--- src/rtl/demux1to6_16b_reg_if.sv ---
// Write-side bus of the registered 1-to-6 demultiplexer.
//   master : source side, drives I/S/V/AUTO/CLR and observes RDY and slot state
//   slave  : demux side, receives the write/consume controls and drives
//            RDY, the six slot registers A..F, VLD, IDX, DONE and ERR
interface demux1to6_16b_reg_if #(
  parameter int WIDTH = 16
);
  logic [WIDTH-1:0] I;
  logic [2:0]       S;
  logic             V;
  logic             AUTO;
  logic             RDY;
  logic [5:0]       CLR;
  logic [WIDTH-1:0] A;
  logic [WIDTH-1:0] B;
  logic [WIDTH-1:0] C;
  logic [WIDTH-1:0] D;
  logic [WIDTH-1:0] E;
  logic [WIDTH-1:0] F;
  logic [5:0]       VLD;
  logic [2:0]       IDX;
  logic             DONE;
  logic             ERR;

  modport master (
    output I, S, V, AUTO, CLR,
    input  RDY, A, B, C, D, E, F, VLD, IDX, DONE, ERR
  );

  modport slave (
    input  I, S, V, AUTO, CLR,
    output RDY, A, B, C, D, E, F, VLD, IDX, DONE, ERR
  );
endinterface

--- src/rtl/demux1to6_16b_reg.sv ---
// Registered 1-to-6 demultiplexer: steers one input word per cycle into one
// of six holding registers A..F, with per-slot occupancy flags, a
// valid/ready handshake, per-slot consume strobes and an auto-increment
// fill mode.
//   clk   : rising-edge clock
//   rst_n : asynchronous active-low reset, clears all state including slots
//   bus   : slave side of demux1to6_16b_reg_if (I, S, V, AUTO, CLR in;
//           RDY, A..F, VLD, IDX, DONE, ERR out)
module demux1to6_16b_reg #(
  parameter int WIDTH = 16,
  parameter int NSLOT = 6
) (
  input  logic                  clk,
  input  logic                  rst_n,
  demux1to6_16b_reg_if.slave    bus
);

  localparam logic [NSLOT-1:0] FULL     = {NSLOT{1'b1}};
  localparam logic [2:0]       LAST_IDX = 3'(NSLOT - 1);

  logic [WIDTH-1:0] slot [NSLOT];
  logic [NSLOT-1:0] vld;
  logic [2:0]       idx;
  logic             done;
  logic             err;

  logic [2:0]       tgt;
  logic             legal;
  logic             rdy;
  logic             acc;
  logic [NSLOT-1:0] wr_sel;
  logic [NSLOT-1:0] vld_nxt;

  // Target selection and handshake. An illegal manual select is still
  // accepted (RDY=1) so the source never deadlocks; the write is dropped
  // and only flagged through ERR.
  always_comb begin
    tgt     = bus.AUTO ? idx : bus.S;
    legal   = (tgt <= LAST_IDX);
    rdy     = 1'b1;
    if (legal) begin
      rdy = ~vld[tgt] | bus.CLR[tgt];
    end
    acc     = bus.V & rdy;
    wr_sel  = '0;
    if (acc && legal) begin
      wr_sel = NSLOT'(1) << tgt;
    end
    // Write wins over a same-cycle consume of the same slot.
    vld_nxt = (vld & ~bus.CLR) | wr_sel;
  end

  // Slot, flag and index registers.
  always_ff @(posedge clk or negedge rst_n) begin
    if (!rst_n) begin
      for (int k = 0; k < NSLOT; k++) begin
        slot[k] <= '0;
      end
      vld  <= '0;
      idx  <= '0;
      done <= 1'b0;
      err  <= 1'b0;
    end else begin
      for (int k = 0; k < NSLOT; k++) begin
        if (wr_sel[k]) begin
          slot[k] <= bus.I;
        end
      end
      vld  <= vld_nxt;
      // Rising-edge detect on "all slots full" so DONE fires only once.
      done <= (vld_nxt == FULL) && (vld != FULL);
      if (acc && !legal) begin
        err <= 1'b1;
      end
      // AUTO targets are always legal, so acceptance implies a real write.
      if (acc && bus.AUTO) begin
        idx <= (idx == LAST_IDX) ? 3'd0 : idx + 3'd1;
      end
    end
  end

  assign bus.RDY  = rdy;
  assign bus.A    = slot[0];
  assign bus.B    = slot[1];
  assign bus.C    = slot[2];
  assign bus.D    = slot[3];
  assign bus.E    = slot[4];
  assign bus.F    = slot[5];
  assign bus.VLD  = vld;
  assign bus.IDX  = idx;
  assign bus.DONE = done;
  assign bus.ERR  = err;

endmodule

--- src/flat_wrapper.sv ---
// flat-port wrapper written by rule: the top's interface ports become plain ports
module demux1to6_16b_reg_flat 
#(
  parameter int WIDTH = 16,
  parameter int NSLOT = 6
)
  (clk, rst_n, bus_I, bus_S, bus_V, bus_AUTO, bus_CLR, bus_RDY, bus_A, bus_B, bus_C, bus_D, bus_E, bus_F, bus_VLD, bus_IDX, bus_DONE, bus_ERR);
  demux1to6_16b_reg_if #(.WIDTH(WIDTH)) bus_i ();
  input  logic clk;
  input  logic rst_n;
  input wire logic [$bits(bus_i.I)-1:0] bus_I;
  input wire logic [$bits(bus_i.S)-1:0] bus_S;
  input wire logic [$bits(bus_i.V)-1:0] bus_V;
  input wire logic [$bits(bus_i.AUTO)-1:0] bus_AUTO;
  input wire logic [$bits(bus_i.CLR)-1:0] bus_CLR;
  output wire logic [$bits(bus_i.RDY)-1:0] bus_RDY;
  output wire logic [$bits(bus_i.A)-1:0] bus_A;
  output wire logic [$bits(bus_i.B)-1:0] bus_B;
  output wire logic [$bits(bus_i.C)-1:0] bus_C;
  output wire logic [$bits(bus_i.D)-1:0] bus_D;
  output wire logic [$bits(bus_i.E)-1:0] bus_E;
  output wire logic [$bits(bus_i.F)-1:0] bus_F;
  output wire logic [$bits(bus_i.VLD)-1:0] bus_VLD;
  output wire logic [$bits(bus_i.IDX)-1:0] bus_IDX;
  output wire logic [$bits(bus_i.DONE)-1:0] bus_DONE;
  output wire logic [$bits(bus_i.ERR)-1:0] bus_ERR;
  assign bus_i.I = bus_I;
  assign bus_i.S = bus_S;
  assign bus_i.V = bus_V;
  assign bus_i.AUTO = bus_AUTO;
  assign bus_i.CLR = bus_CLR;
  assign bus_RDY = bus_i.RDY;
  assign bus_A = bus_i.A;
  assign bus_B = bus_i.B;
  assign bus_C = bus_i.C;
  assign bus_D = bus_i.D;
  assign bus_E = bus_i.E;
  assign bus_F = bus_i.F;
  assign bus_VLD = bus_i.VLD;
  assign bus_IDX = bus_i.IDX;
  assign bus_DONE = bus_i.DONE;
  assign bus_ERR = bus_i.ERR;
  demux1to6_16b_reg #(.WIDTH(WIDTH), .NSLOT(NSLOT)) u_core (.clk(clk), .rst_n(rst_n), .bus(bus_i));
endmodule
--- config.mk ---
export PLATFORM = sky130hd
export DESIGN_NAME = demux1to6_16b_reg_flat
export DESIGN_NICKNAME = d
export VERILOG_FILES = /design/src/rtl/demux1to6_16b_reg_if.sv /design/src/rtl/demux1to6_16b_reg.sv /design/src/flat_wrapper.sv
export SDC_FILE = /design/constraint.sdc
export NUM_CORES = 1
export LEC_CHECK = 0
export ABC_AREA = 1
export CORE_ASPECT_RATIO = 1.1
export CORE_MARGIN = 2
export CORE_UTILIZATION = 46
export DETAILED_ROUTE_END_ITERATION = 12
export GPL_TIMING_DRIVEN = 0
export PLACE_DENSITY = 0.77
export SLEW_MARGIN = 15
export SYNTH_ARGS = -nofsm -noshare
export SYNTH_HDL_FRONTEND = slang
export SYNTH_SLANG_ARGS = --single-unit
--- constraint.sdc ---
create_clock -name clk -period 1.97 [get_ports clk]
set_input_delay 0.394 -clock clk [delete_from_list [all_inputs] [get_ports clk]]
set_output_delay 0.394 -clock clk [all_outputs]
set_load 0.01 [all_outputs]
==> results of run 1 <==
## flip-flops by register name (all words and copies together), names as in the netlist
signal / flops
u_core.bus.A: 16
u_core.bus.B: 16
u_core.bus.C: 16
u_core.bus.D: 16
u_core.bus.DONE: 1
u_core.bus.E: 16
u_core.bus.ERR: 1
u_core.bus.F: 16
u_core.bus.IDX: 3
u_core.bus.VLD: 6
## through the flow
stage	power [mW]	setup TNS, ps	cell area (um^2)
global placement	7.979	-391750	5729
detailed placement	8.143	-41630	5758
floorplan	5.480	0	4235
CTS	9.485	0	6023
global route	10.17	-24.84	6137
finish	9.592	0	6137
## path summary, 6_finish.rpt
path / depth (start not counted) / end / slack (ps)
min in group asynchronous: 2 / u_core.bus.F[13]$_DFFE_PN0P_ / 490
min reg2reg: 1 / u_core.bus.ERR$_DFFE_PN0P_ / 490
max in group asynchronous: 3 / u_core.bus.F[4]$_DFFE_PN0P_ / 840
min: 3 / u_core.bus.VLD[3]$_DFF_PN0_ / 440
max reg2reg: 10 / u_core.bus.C[10]$_DFFE_PN0P_ / 80
max: 8 / bus_RDY / 50
## tightest hold or removal path: cells and delay by family
| family | cells | cell delay, ps |
|---|---|---|
| AND/OR/NAND/NOR | 2 | 190 |
| buffers and inverters | 1 | 180 |
## layout by cell type, fill, tap and decap left out, drive strengths merged
| cell | count |
|---|---|
| a21boi | 1 |
| nor2 | 9 |
| clkinvlp | 1 |
| a31o | 1 |
| inv | 32 |
| dfrtp | 107 |
| nor3 | 3 |
| dlygate4sd3 | 1 |
| dlygate4sd2 | 2 |
| nand4 | 10 |
| o21ai | 99 |
| clkbuf | 11 |
| a21oi | 1 |
| clkinv | 4 |
| buf | 38 |
| nand2 | 127 |
| clkdlybuf4s50 | 130 |
| nand3 | 6 |
| xor2 | 1 |
## power by group through the flow
stage                     Sequential [mW]  Combinational (mW)  Clock [mW]
after floorplan                      4.26                1.22           0
after global placement               3.85                4.13           0
after detailed placement             3.88                4.26           0
after CTS                            3.85                4.36        1.28
after global routing                 3.97                4.83        1.37
final                                3.88                4.45        1.26
## per-layer routing
layer	vias up	share of wire [%]	GRT usage [%]
met5	-	0	0
li1	1680	-	-
met3	26	6.0	5.335
met2	129	51	41.00
met1	1812	40	32.44
met4	0	2.8	8.673
## cell type report
class                   count  area (um^2)  area share (%)
multi-input cells         258         1376           22.43
well taps                 114        142.6           2.324
clock buffers              10        127.6           2.080
clock inverters             6        61.31          0.9990
repair buffers            153         1504           24.51
plain buffers              19        125.1           2.039
flip-flops and latches    107         2679           43.65
inverters                  31        121.4           1.978
## cell families after synthesis
family,Yosys count,share of synthesized area [%]
simple gates,155,18.20
buf+inv,50,5.820
flops,107,63.22
xor+xnor,1,0.2068
compound gates,102,12.56
## repair_timing
| action | CTS | global route |
|---|---|---|
| resized for setup | 13 | 14 |
| pin swaps | 5 | 8 |
| buffers inserted | 7 | 9 |
| hold buffers | 1 | 0 |
| endpoints found under the hold margin | 42 | 0 |
| endpoints found under the setup margin | 68 | 43 |
==> flow_summary.yaml, run 1 <==
outcome:
  run_status: "finished, final reports clean"
critical_path:
  slowest_stage: "clkdlybuf4s50_1"
  r2r_start: "u_core.bus.IDX[2]$_DFFE_PN0P_"
  worstPathArrival_ps: 1520
  critPathBufInv: 3
  crit_path_max_incr_delay_ps: 450
  path_cells: "clkdlybuf4s50_1, inv_1, nand2_2, nand3_1, nand3_2, nand3_4, a21boi_4, buf_6"
  crit_type: "primary input to output pin"
  worstSetupStartpointType: "primary input"
  cp_top_family: "buffers and inverters"
  cp-end-kind: "output pin"
  cp.required_ps: 1580
  crit_path_start: "bus_CLR[2]"
  crit_fanout: 2
synth:
  synth_ff_type: "dfrtp_1"
  syn_inst: 415
  synth_area_leaders: "dfrtp_1 63%, o21ai_1 11%, nand2_1 10%"
  syn_nets: 444
  synth_commonest_cells: "115 x nand2_1, 107 x dfrtp_1, 96 x o21ai_1, 27 x inv_1, 12 x buf_4"
  synth_cell_types: 22
  synth_edf_count: 0
  synth.most_common_cell: "nand2_1"
  async_flop_share_pct: 100.0
  synth_top_area_share_pct: 63.22
  ys_seq_area_share_pct: 63.22
  synth_seq_cells: 107
  yosysTopAreaCell: "dfrtp_1"
  yosys_warnings: 0
  synthesis.area_um2: 4235
  syn_area_per_cell_um2: 10.21
drt:
  routed_wl_um: 12350
  vias: 3647
  avgViaCountPerCell: 5.225
  first_pass_iters: 4
  ant_nets: 0
  drc: 0
  drt_iter0_markers: 184
  wl_per_cell_um: 17.69
timing:
  skew_ps: 7.786
  post-route-min-period_ps: 1919
  tightest_slew_ps: 407.6
  max_freq_ghz: 0.5212
  setup_slack_ps: 51.26
  period_share_pct: 97.40
  slew_headroom_pct: 72.83
  hold_violations: 0
  maxSlewViolCount: 0
  setup_violations: 0
  fin_hold_ws_ps: 435.0
hold_path:
  min-delay-start: "bus_V"
  hp-class: "primary input to register"
global_route:
  grt_pass1_vias: 3490
  grt_antenna_before_repair: 0
  grt.total_usage_pct: 24.90
  grt-ovfl-total: 0
  grt_start_max_net_pins: 66
  grt_pass1_wl_um: 18850
layout:
  postLayoutCoreUtil_pct: 68.81
  stdcell_count: 698
  final_nets: 608
  diodes: 0
  syn2layout_area_growth_pct: 44.90
  drive_gt1_share_pct: 16.27
  n_fill_cell: 693
power_and_ir_drop:
  intPower_mw: 6.148
  switching_share_pct: 35.91
  p_switching_mw: 3.444
  power_frac_comb_pct: 46.4
  p_leak_nw: 2.841
  seqPwrFrac_pct: 40.4
  ir_worst_vdd_v: 0.0008179
  power_density_nw_per_um2: 1563
  power.share.clock_pct: 13.2
placed_design:
  io_buffer_count: 135
  dp.cells: 665
  place_ws_ps: -822.9
  globalplace.congestion: 0.7972
  hpwl_um: 8671
cts:
  worstSkewPairLatency_ps: 370
  ctsLongestPathBuffers: 2
  clkTransAtPathRegs_ps: 100
  clock-root-buffer: "clkbuf_8"
  cts_tree: "yes"
  htree_num_levels: 3
  clock-sinks: 107
  cts_buffers: 9
floorplanning:
  initial_core_util_pct: 47.49
  rows: 36
  die_y_um: 104.6
  die_area_um2: 9992
  ios: 137
  dieWidth_um: 95.49
  core_um2: 8919
flow_run:
  cap_violations: 0
(Power assumes the default switching activity.)
==> run 2, diff against run 1 <==
Settings changed: HOLD_SLACK_MARGIN set to 0.12, SLEW_MARGIN 15 to 20.
==> results of run 2 <==
The final DEF is identical to that of run 1; final timing and power are the same.
==> run 3, diff against run 2 <==
Settings changed: ABC_CLOCK_PERIOD_IN_PS set to 1970.
==> results of run 3 <==
The final DEF is identical to that of run 1; final timing and power are the same.
